## src/rtl/mcu_bus_pkg.sv

```systemverilog
// mcu_bus_pkg: FSM encoding, default bus widths and timeout read value shared by mcu_bus_sync.
package mcu_bus_pkg;
    typedef enum logic [1:0] {IDLE, REQ, HOLD} state_t;
    localparam int DEF_ADDR_WIDTH = 16;
    localparam int DEF_DATA_WIDTH = 16;
    localparam logic [63:0] TIMEOUT_RDATA = '1;
endpackage

```

## src/rtl/bus_sync_cell.sv

```systemverilog
// bus_sync_cell: SYNC_STAGES-deep flop chain bringing one asynchronous strobe into clk.
module bus_sync_cell #(
    parameter int SYNC_STAGES = 2
) (
    input  logic clk,
    input  logic reset,
    input  logic d_i,
    output logic q_o
);
    logic [SYNC_STAGES-1:0] sync_q;
    always_ff @(posedge clk or negedge reset)
        if (!reset) sync_q <= '0;
        else        sync_q <= {sync_q[SYNC_STAGES-2:0], d_i};
    assign q_o = sync_q[SYNC_STAGES-1];
endmodule

```

## src/rtl/mcu_bus_sync.sv

```systemverilog
// mcu_bus_sync: bridges an asynchronous MCU strobe bus to a single-clock register-file request.
// Defining MCU_BUS_TIMEOUT_EN adds a reg_ack timeout that ends the access with an error pulse.
module mcu_bus_sync
    import mcu_bus_pkg::*;
#(
    parameter int ADDR_WIDTH     = DEF_ADDR_WIDTH,
    parameter int DATA_WIDTH     = DEF_DATA_WIDTH,
    parameter int SYNC_STAGES    = 2,
    parameter int TIMEOUT_CYCLES = 255
) (
    input  logic                  clk,
    input  logic                  reset,
    input  logic                  bus_cs_n,
    input  logic                  bus_rd_n,
    input  logic                  bus_wr_n,
    input  logic [1:0]            bus_be_n,
    input  logic [ADDR_WIDTH-1:0] bus_addr,
    input  logic [DATA_WIDTH-1:0] bus_wdata,
    output logic [DATA_WIDTH-1:0] bus_rdata,
    output logic                  bus_oe,
    output logic                  bus_wait_n,
    output logic                  reg_en,
    output logic                  reg_rd,
    output logic                  reg_wr,
    output logic [1:0]            reg_be,
    output logic [ADDR_WIDTH-1:0] reg_addr,
    output logic [DATA_WIDTH-1:0] reg_wdata,
    input  logic [DATA_WIDTH-1:0] reg_rdata,
    input  logic                  reg_ack,
    output logic                  err_pulse
);
    if (SYNC_STAGES < 2 || SYNC_STAGES > 4 || TIMEOUT_CYCLES < 1 || TIMEOUT_CYCLES > 65535) begin : g_bad_cfg
        $error("mcu_bus_sync: SYNC_STAGES or TIMEOUT_CYCLES out of range");
    end

    logic cs_s, rd_s, wr_s, timeout;
    state_t state_q, state_d;
    logic [ADDR_WIDTH-1:0] addr_q, addr_d;
    logic [DATA_WIDTH-1:0] wdata_q, wdata_d, rdata_q, rdata_d;
    logic [1:0] be_q, be_d;
    logic rd_q, rd_d, wr_q, wr_d, err_q, err_d;

    bus_sync_cell #(.SYNC_STAGES(SYNC_STAGES)) u_sync_cs (.clk(clk), .reset(reset), .d_i(~bus_cs_n), .q_o(cs_s));
    bus_sync_cell #(.SYNC_STAGES(SYNC_STAGES)) u_sync_rd (.clk(clk), .reset(reset), .d_i(~bus_rd_n), .q_o(rd_s));
    bus_sync_cell #(.SYNC_STAGES(SYNC_STAGES)) u_sync_wr (.clk(clk), .reset(reset), .d_i(~bus_wr_n), .q_o(wr_s));

`ifdef MCU_BUS_TIMEOUT_EN
    logic [15:0] cnt_q, cnt_d;
    assign cnt_d   = (state_q == REQ) ? cnt_q + 16'd1 : '0;
    assign timeout = cnt_q == 16'(TIMEOUT_CYCLES - 1);
    always_ff @(posedge clk or negedge reset)
        if (!reset) cnt_q <= '0;
        else        cnt_q <= cnt_d;
`else
    assign timeout = 1'b0;
`endif

    always_comb begin
        state_d = state_q;
        addr_d  = addr_q;
        wdata_d = wdata_q;
        be_d    = be_q;
        rd_d    = rd_q;
        wr_d    = wr_q;
        rdata_d = rdata_q;
        err_d   = 1'b0;
        case (state_q)
            IDLE: begin
                if (cs_s && (rd_s ^ wr_s)) begin
                    state_d = REQ;
                    addr_d  = bus_addr;
                    wdata_d = bus_wdata;
                    be_d    = ~bus_be_n;
                    rd_d    = rd_s;
                    wr_d    = wr_s;
                end else if (cs_s && rd_s && wr_s) begin
                    // both strobes held: error access, HOLD waits for both to release
                    state_d = HOLD;
                    rd_d    = 1'b1;
                    wr_d    = 1'b1;
                    err_d   = 1'b1;
                end
            end
            REQ: begin
                if (reg_ack) begin
                    state_d = HOLD;
                    rdata_d = rd_q ? reg_rdata : rdata_q;
                end else if (timeout) begin
                    state_d = HOLD;
                    rdata_d = rd_q ? TIMEOUT_RDATA[DATA_WIDTH-1:0] : rdata_q;
                    err_d   = 1'b1;
                end
            end
            HOLD:    state_d = (cs_s && ((rd_q && rd_s) || (wr_q && wr_s))) ? HOLD : IDLE;
            default: state_d = IDLE;
        endcase
    end

    always_ff @(posedge clk or negedge reset)
        if (!reset) begin
            state_q <= IDLE;
            addr_q  <= '0;
            wdata_q <= '0;
            rdata_q <= '0;
            be_q    <= '0;
            rd_q    <= 1'b0;
            wr_q    <= 1'b0;
            err_q   <= 1'b0;
        end else begin
            state_q <= state_d;
            addr_q  <= addr_d;
            wdata_q <= wdata_d;
            rdata_q <= rdata_d;
            be_q    <= be_d;
            rd_q    <= rd_d;
            wr_q    <= wr_d;
            err_q   <= err_d;
        end

    assign reg_en     = state_q == REQ;
    assign reg_rd     = reg_en && rd_q;
    assign reg_wr     = reg_en && wr_q;
    assign reg_be     = be_q;
    assign reg_addr   = addr_q;
    assign reg_wdata  = wdata_q;
    assign bus_rdata  = rdata_q;
    assign bus_wait_n = state_q != REQ;
    assign bus_oe     = (state_q == HOLD) && rd_q && !wr_q && rd_s && cs_s;
    assign err_pulse  = err_q;
endmodule

```

## config.mk

```make
export PLATFORM = sky130hd
export DESIGN_NAME = mcu_bus_sync
export DESIGN_NICKNAME = d
export VERILOG_FILES = /design/src/rtl/mcu_bus_pkg.sv /design/src/rtl/bus_sync_cell.sv /design/src/rtl/mcu_bus_sync.sv
export SDC_FILE = /design/constraint.sdc
export NUM_CORES = 1
export LEC_CHECK = 0
export ABC_AREA = 1
export CORE_ASPECT_RATIO = 0.9
export CORE_MARGIN = 5
export CORE_UTILIZATION = 44
export DETAILED_ROUTE_END_ITERATION = 16
export PLACE_DENSITY_LB_ADDON = 0.12
export SLEW_MARGIN = 20
export SYNTH_ARGS = -nofsm -noshare
export SYNTH_HDL_FRONTEND = slang
export SYNTH_HIERARCHICAL = 1
export SYNTH_SLANG_ARGS = --single-unit
```

## constraint.sdc

```tcl
create_clock -name clk -period 3.6 [get_ports clk]
set_clock_uncertainty 0.2 [all_clocks]
set_input_delay 0.9 -clock clk [delete_from_list [all_inputs] [get_ports clk]]
set_output_delay 0.9 -clock clk [all_outputs]
set_load 0.01 [all_outputs]
```

======== Word level (Yosys, flattened, before mapping) ========
Cells that the tools add are included.
cells by class
  $add $sub $neg .......................... 0
  multipliers ............................. 0
  equality and inequality tests ........... 5
  divide/modulo/power cells ............... 0
  reductions and logical operators ........ 20
  bitwise logic cells ..................... 5
  shift operators ......................... 0
  muxes and demuxes ....................... 11
  magnitude comparators ................... 0
operators with widths
  kind                                                                      number
  1-bit logical AND                                                         12
  2-bit 2-to-1 mux                                                          4
  1-bit 2-to-1 mux                                                          6
  2-bit one-hot mux with 3 select lines                                     1
  2-bit AND reduction                                                       3
  2-bit by 1-bit inequality test with 1-bit output (second input constant)  2
  3-bit inequality test (second input constant)                             1
  1-bit inverter                                                            3
  3-bit AND reduction                                                       1
  2-bit by 1-bit == test with 1-bit output (second input constant)          1
  2-bit == test (second input constant)                                     1
  2-bit zero test                                                           1
  2-bit inverter                                                            1
  2-bit nonzero test                                                        1
  1-bit zero test                                                           1
  1-bit logical OR                                                          1
  1-bit bitwise XOR                                                         1
storage, ports and cells
  memory bits (read-only) ................. 0
  input bits .............................. 56
  bits in registers ....................... 61
  memories ................................ 0
  latch bits .............................. 0
  bits in writable memories ............... 0

======== Longest topological paths before layout ========
Gate-level depths: netlist of the first run.
  depth after elaboration ................. 5
  gate-level depth with buffers ........... 7
  gate-level depth less buffers ........... 6

======== By module ========
Netlist of the first run, hierarchy kept.
modules (own cells, without submodules)
  module         times used  cells an instance  area each (µm²)
  mcu_bus_sync   1           254                2318.5
  bus_sync_cell  3           2                  50.0

======== Worst setup path before layout of the first run ========
OpenSTA, ideal clock, no wires.
  kind .................................... reg2out
  start point ............................. register state_q[1]
  end point ............................... output port reg_rd
  data required time ...................... 2500 ps
  path buffers ............................ 0
  stages on the path, launching flop included .. 4
  path slack .............................. 1558 ps
  arrival ................................. 942 ps
  cell sequence ........................... dfrtp_1 nor2_4 inv_1 nor2_1
on the way
  word-level cells in the longest chain between the ends .. 2
ends and longest elaborated chain
  element                                   line                 text
  start, declared                           mcu_bus_sync.sv:37   state_t state_q, state_d;
  start signal, assigned                    mcu_bus_sync.sv:110  state_q <= state_d;
  2-bit by 1-bit == test with 1-bit output  mcu_bus_sync.sv:120  assign reg_en = state_q == REQ;
  named net reg_en                          mcu_bus_sync.sv:22   output logic reg_en,
  1-bit logical AND                         mcu_bus_sync.sv:121  assign reg_rd = reg_en && rd_q;
  end, declared                             mcu_bus_sync.sv:23   output logic reg_rd,
The timed path passes the listed nets, and every way through them passes these cells.

======== Final worst setup path of the first run ========
  start point ............................. register state_q[0]
  end point ............................... output port reg_wr
on the way
  word-level cells in the longest chain between the ends .. 2
ends and longest elaborated chain
  element                                   line                 text
  2-bit by 1-bit == test with 1-bit output  mcu_bus_sync.sv:120
  1-bit logical AND                         mcu_bus_sync.sv:122  assign reg_wr = reg_en && wr_q;
  end, declared                             mcu_bus_sync.sv:24   output logic reg_wr,
Every way passes these cells.

==> results of run 1 <==
logic make-up after synthesis:
family / Yosys count / share of synthesized area
compound gates: 53 / 0.126
flops: 61 / 0.618
buf+inv: 69 / 0.119
simple gates: 77 / 0.137
flip-flops by register name, summed over array words and instances, names as in the netlist, 2 cells and up:
register / count
reg_be: 2
reg_wdata: 16
state_q: 2
u_sync_cs/sync_q: 2
bus_rdata: 16
u_sync_rd/sync_q: 2
u_sync_wr/sync_q: 2
reg_addr: 16
power groups by stage:
stage,clock network [mW],registers (mW),logic (mW)
3_5_place_dp,0,1.16,1.26
6_report,0.515,1.15,1.24
3_3_place_gp,0,1.15,1.24
5_1_grt,0.565,1.19,1.37
2_1_floorplan,0,1.29,0.402
4_1_cts,0.537,1.16,1.27
path summary, 6_finish.rpt:
path                                        to  slack (ns)
max reg2reg                      reg_wdata[10]        1.67
max in group asynchronous        reg_wdata[12]        2.14
min reg2reg                u_sync_cs/sync_q[1]        0.15
min                        u_sync_cs/sync_q[1]        0.15
max                                     reg_wr        0.80
min in group asynchronous         bus_rdata[5]        0.44
per-stage QoR:
step	std cells	total power, mW	cell area (sq um)	util
floorplan	260	1.69	2470	-
global placement	429	2.38	3610	0.674
detailed placement	429	2.43	3610	0.674
CTS	443	2.96	3770	0.705
global route	443	3.13	3770	0.705
finish	443	2.91	3770	0.705
Yosys cell counts:
library cell  count  area, sq um
buf_2             4         20.0
buf_4             1         7.51
buf_6             2         22.5
buf_8             1         15.0
clkbuf_1          2         7.51
dfrtp_1          61         1530
inv_1            59          221
nand2_1          63          236
nand3_1           2         10.0
nand3_4           2         35.0
nand4_1           1         6.26
nor2_1            6         22.5
nor2_4            2         22.5
nor3_1            1         5.00
o21ai_0          34          170
o21ai_1           7         35.0
o21ai_2          12          105
worst reg2reg max path, stage by stage, from the launching register on:
cell and delay, ns:
dfrtp_1 0.46, nor2_4 0.20, nand3_4 0.53, o21ai_0 0.45
layout make-up:
type | count | area share
Sequential cell | 61 | 0.405
Timing Repair Buffer | 112 | 0.299
Multi-Input combinational cell | 130 | 0.172
Tap cell | 67 | 0.0222
Clock inverter | 2 | 0.00265
Clock buffer | 12 | 0.0411
Inverter | 59 | 0.0587
metal layers:
layer  global-route usage  wire length, microns  vias to the layer above
met5                    0                     0                        -
met2                0.274                  2730                       78
li1                     -                     -                     1001
met3               0.0933                   668                       15
met1                0.188                  2100                      908
met4               0.0655                   141                        0
==> impl_metrics.json, run 1 <==
{
  "status": "finished, final reports clean",
  "powerDensity_nw_per_um2": 771,
  "p_seq_frac": 0.397,
  "syn_area_per_cell_sq_um": 9.49,
  "cts_buffers": 9,
  "period_share": 0.778,
  "fmax_mhz": 357,
  "die-area_sq_um": 7210,
  "slowest_delay_ns": 0.54,
  "synth_seq_cells": 61,
  "clkPwrFrac": 0.177,
  "post-cts-setup-buffer-count": 0,
  "min_path_type": "flip-flop to flip-flop",
  "cp.required_ns": 2.50,
  "tns_ns": 0,
  "final_common_cell": "clkdlybuf4s50_1",
  "die_x_microns": 89.0,
  "pre_cts_ws_ns": 1.14,
  "placementRows": 25,
  "via_per_inst": 4.52,
  "fill_cells": 440,
  "die_height_microns": 81.1,
  "cp_slowest_cell": "clkdlybuf4s50_1",
  "mostFrequentLayoutCells": "clkdlybuf4s50_1, nand2_1, dfrtp_1",
  "worstMarginPinSlew_ns": 0.751,
  "grt_pass1_vias": 2015,
  "drcViolationCount": 0,
  "antenna_cells": 0,
  "synth_nets": 316,
  "cp_max_fo": 4,
  "cp_num_cells": 5,
  "worstPathCellList": "inv_1 -> nor2_4 -> inv_1 -> nor2_1 -> clkdlybuf4s50_1",
  "cts_tree": "built",
  "wl_microns": 5630,
  "crit_path_start": "state_q[0]",
  "ir_worst_vdd_v": 0.000386,
  "dpl.hpwl_microns": 4180,
  "drv_cap": 0,
  "floorplan.initialDensity": 0.462,
  "antenna_found_initial": 0,
  "end_kind": "primary output",
  "rr_startpoint": "state_q[1]",
  "setup_viol": 0,
  "ctsLongestPathBuffers": 2,
  "rsz0062_at_grt": "no",
  "crit_path_frequent_cell": "inv_1",
  "core_sq_um": 5350,
  "syn_area_sq_um": 2470,
  "first_pass_iters": 4,
  "gp_congestion": 0.839,
  "p_int_mw": 1.95,
  "area_growth_pct": 52.8,
  "register_area_sq_um": 1530,
  "holdWs_ns": 0.147,
  "grt_max_degree": 70,
  "multi_input_area_sq_um": 648,
  "gr-total-overflow": 0,
  "clockRootBuffer": "clkbuf_8",
  "num-nets-final": 429,
  "ys_seq_area_frac": 0.618,
  "clock_sinks": 61,
  "syn_inst": 260,
  "yosysWarnings": 6,
  "path_delay_family": "buffers and inverters",
  "fin_crit_ns": 2.80,
  "min_from": "u_sync_cs/sync_q[0]",
  "cts_hold_buf": 0,
  "combinationalPowerShare": 0.426,
  "htreeDepth": 3,
  "swShare": 0.329,
  "worstSetupPathType": "flip-flop to primary output",
  "ctsResizeCount": 0,
  "slew_viol_final": 0,
  "io_buffers": 111,
  "hold_depth": 0,
  "switchingPower_uw": 956,
  "io_pins": 112,
  "num_vias": 2002,
  "grtUsageTotal": 0.170,
  "reg2regPathDepth": 3,
  "max_slew_margin": 0.499,
  "cellLeakagePower_nw": 1.86,
  "grt_pass1_wl_microns": 9190,
  "drtIter0Drc": 52,
  "wire_per_inst_microns": 12.7,
  "insertion_delay_ns": 0.32,
  "crit_path_start_kind": "flip-flop",
  "synthDistinctLibCells": 17,
  "arrival_ns": 1.70,
  "clk_pin_slew_ns": 0.06,
  "ant_nets": 0,
  "crit_buf_inv": 3,
  "fin_ws_ns": 0.797,
  "drive_gt1_frac": 0.0824,
  "finalHoldViolations": 0
}
Note: power is estimated with default switching activity, not from simulation.
==> run 2, diff against run 1 <==
--- a/config.mk
+++ b/config.mk
@@ -8,7 +8,7 @@
 export ABC_AREA = 1
 export CORE_ASPECT_RATIO = 0.9
 export CORE_MARGIN = 5
-export CORE_UTILIZATION = 44
+export CORE_UTILIZATION = 41
 export DETAILED_ROUTE_END_ITERATION = 16
 export PLACE_DENSITY_LB_ADDON = 0.12
 export SLEW_MARGIN = 20
==> constraint.sdc (replaced) <==
create_clock -name clk -period 2.7 [get_ports clk]
set_clock_uncertainty 0.2 [all_clocks]
set_input_delay 0.675 -clock clk [delete_from_list [all_inputs] [get_ports clk]]
set_output_delay 0.675 -clock clk [all_outputs]
set_load 0.01 [all_outputs]
==> run 2 against run 1 <==
Utilization decreased by 4.8 points; global-route usage fell by 1.5 points; power increased by 34%; worst hold slack better by 0.0024 ns; sequential power rose by 34%; critical path depth did not move; non-clock buffer count increased by 1; largest cell class unchanged; largest power group unchanged; highest routed layer unchanged.
==> impl_metrics.json, run 2 (synthesis results as in run 1) <==
{
  "rr_startpoint": "state_q[1]",
  "num-nets-final": 430,
  "clk_pin_slew_ns": 0.06,
  "io_pins": 112,
  "num_vias": 1962,
  "fin_util": 0.657,
  "die_height_microns": 83.6,
  "gp_congestion": 0.835,
  "drcViolationCount": 0,
  "grt_max_degree": 70,
  "core_sq_um": 5760,
  "mostFrequentLayoutCells": "clkdlybuf4s50_1, nand2_1, dfrtp_1",
  "die-area_sq_um": 7680,
  "worstMarginPinSlew_ns": 0.689,
  "min_from": "u_sync_cs/sync_q[0]",
  "swShare": 0.330,
  "clock_sinks": 61,
  "r2r_slack_ns": 0.79,
  "pre_cts_ws_ns": 0.472,
  "drive_gt1_frac": 0.0849,
  "cp_max_fo": 4,
  "ant_nets": 0,
  "final_cells": 447,
  "rr_endpoint": "reg_wdata[5]",
  "status": "finished, final reports clean",
  "clkPwrFrac": 0.177,
  "reg2regPathDepth": 3,
  "wire_per_inst_microns": 12.7,
  "grtUsageTotal": 0.155,
  "gr-total-overflow": 0,
  "antenna_found_initial": 0,
  "grt_pass1_vias": 1922,
  "ir_worst_vdd_v": 0.000525,
  "io_buffers": 111,
  "fill_cells": 502,
  "worstSetupPathType": "flip-flop to primary output",
  "cts_tree": "built",
  "first_pass_iters": 5,
  "drv_cap": 0,
  "powerDensity_nw_per_um2": 1030,
  "fin_ws_ns": 0.124,
  "rsz0062_at_grt": "no",
  "grt_pass1_wl_microns": 9270,
  "ctsLongestPathBuffers": 2,
  "cts_buffers": 9,
  "max_slew_margin": 0.540,
  "finalHoldViolations": 0,
  "die_x_microns": 91.8,
  "wl_microns": 5660,
  "via_per_inst": 4.39,
  "clockRootBuffer": "clkbuf_8",
  "arrival_ns": 1.70,
  "htreeDepth": 3,
  "crit_path_start_kind": "flip-flop",
  "min_to": "u_sync_cs/sync_q[1]",
  "drtIter0Drc": 61,
  "floorplan.initialDensity": 0.429,
  "cp.required_ns": 1.82,
  "fin_crit_ns": 2.58,
  "hold_depth": 0,
  "power_mw": 3.89,
  "dp_cells": 432,
  "antenna_cells": 0,
  "end_kind": "primary output",
  "final_common_cell": "clkdlybuf4s50_1",
  "switchingPower_mw": 1.28,
  "fmax_mhz": 388,
  "insertion_delay_ns": 0.32,
  "placementRows": 26,
  "cellLeakagePower_nw": 1.87,
  "setup_viol": 0,
  "period_share": 0.954,
  "p_seq_frac": 0.395,
  "slew_viol_final": 0,
  "p_int_mw": 2.60,
  "ctsResizeCount": 0,
  "min_path_type": "flip-flop to flip-flop",
  "combinationalPowerShare": 0.427,
  "tns_ns": 0,
  "area_growth_pct": 53.2,
  "dpl.hpwl_microns": 4100
}
-- run 2: cell types whose count changed in the layout (fill, tap and decap cells not counted), sizes merged --
cell,previous run,this run
buf,2,3
-- run 2: metrics by stage --
| stage | hold WS (ns) | instance area [sq um] |
|---|---|---|
| global placement | 0.134 | 3610 |
| floorplan | 0.131 | 2470 |
| CTS | 0.154 | 3770 |
| detailed placement | 0.141 | 3610 |
| finish | 0.149 | 3780 |
| global route | 0.158 | 3780 |
-- run 2: worst max-delay path, stage by stage (launching register included) --
cell,delay (ns)
dfrtp_1,0.41
inv_1,0.11
nor2_4,0.15
inv_1,0.08
nor2_1,0.09
clkdlybuf4s50_1,0.54
-- run 2: power groups by stage --
stage	Clock, mW	Combinational [mW]	Sequential (mW)
final	0.690	1.66	1.54
after global routing	0.766	1.82	1.59
after CTS	0.717	1.69	1.54
after detailed placement	0	1.68	1.55
after global placement	0	1.66	1.53
after floorplan	0	0.535	1.71
-- run 2: worst max-delay path by stage --
stage / startpoint / end / slack [ns] / cells past startpoint
final: state_q[0] / reg_rd / 0.12 / 5
after global routing: state_q[1] / reg_rd / 0.02 / 4
after CTS: state_q[1] / reg_rd / 0.10 / 4
after detailed placement: state_q[1] / reg_rd / 0.47 / 4
after global placement: state_q[1] / reg_wr / 0.50 / 4
after floorplan: state_q[1] / reg_rd / 0.88 / 3
-- run 2: per-layer routing --
metal / up-vias / GRT usage / wire (microns)
met3: 9 / 0.0920 / 645
met5: - / 0 / 0
met2: 82 / 0.237 / 2560
met4: 0 / 0.0526 / 85
met1: 864 / 0.180 / 2360
li1: 1007 / - / -
-- run 2: what timing repair did --
| item | in CTS | in global routing |
|---|---|---|
| hold buffers | 0 | 0 |
| setup buffers | 0 | 1 |
| setup endpoints to repair | 0 | 1 |
-- run 2: area by class of cell --
type | instances | area (sq um) | area share
clock buffers | 12 | 155 | 0.0410
inverters | 59 | 221 | 0.0586
flip-flops and latches | 61 | 1530 | 0.404
multi-input cells | 130 | 648 | 0.171
clock inverters | 2 | 10.0 | 0.00265
well taps | 70 | 87.6 | 0.0232
repair buffers | 113 | 1130 | 0.300
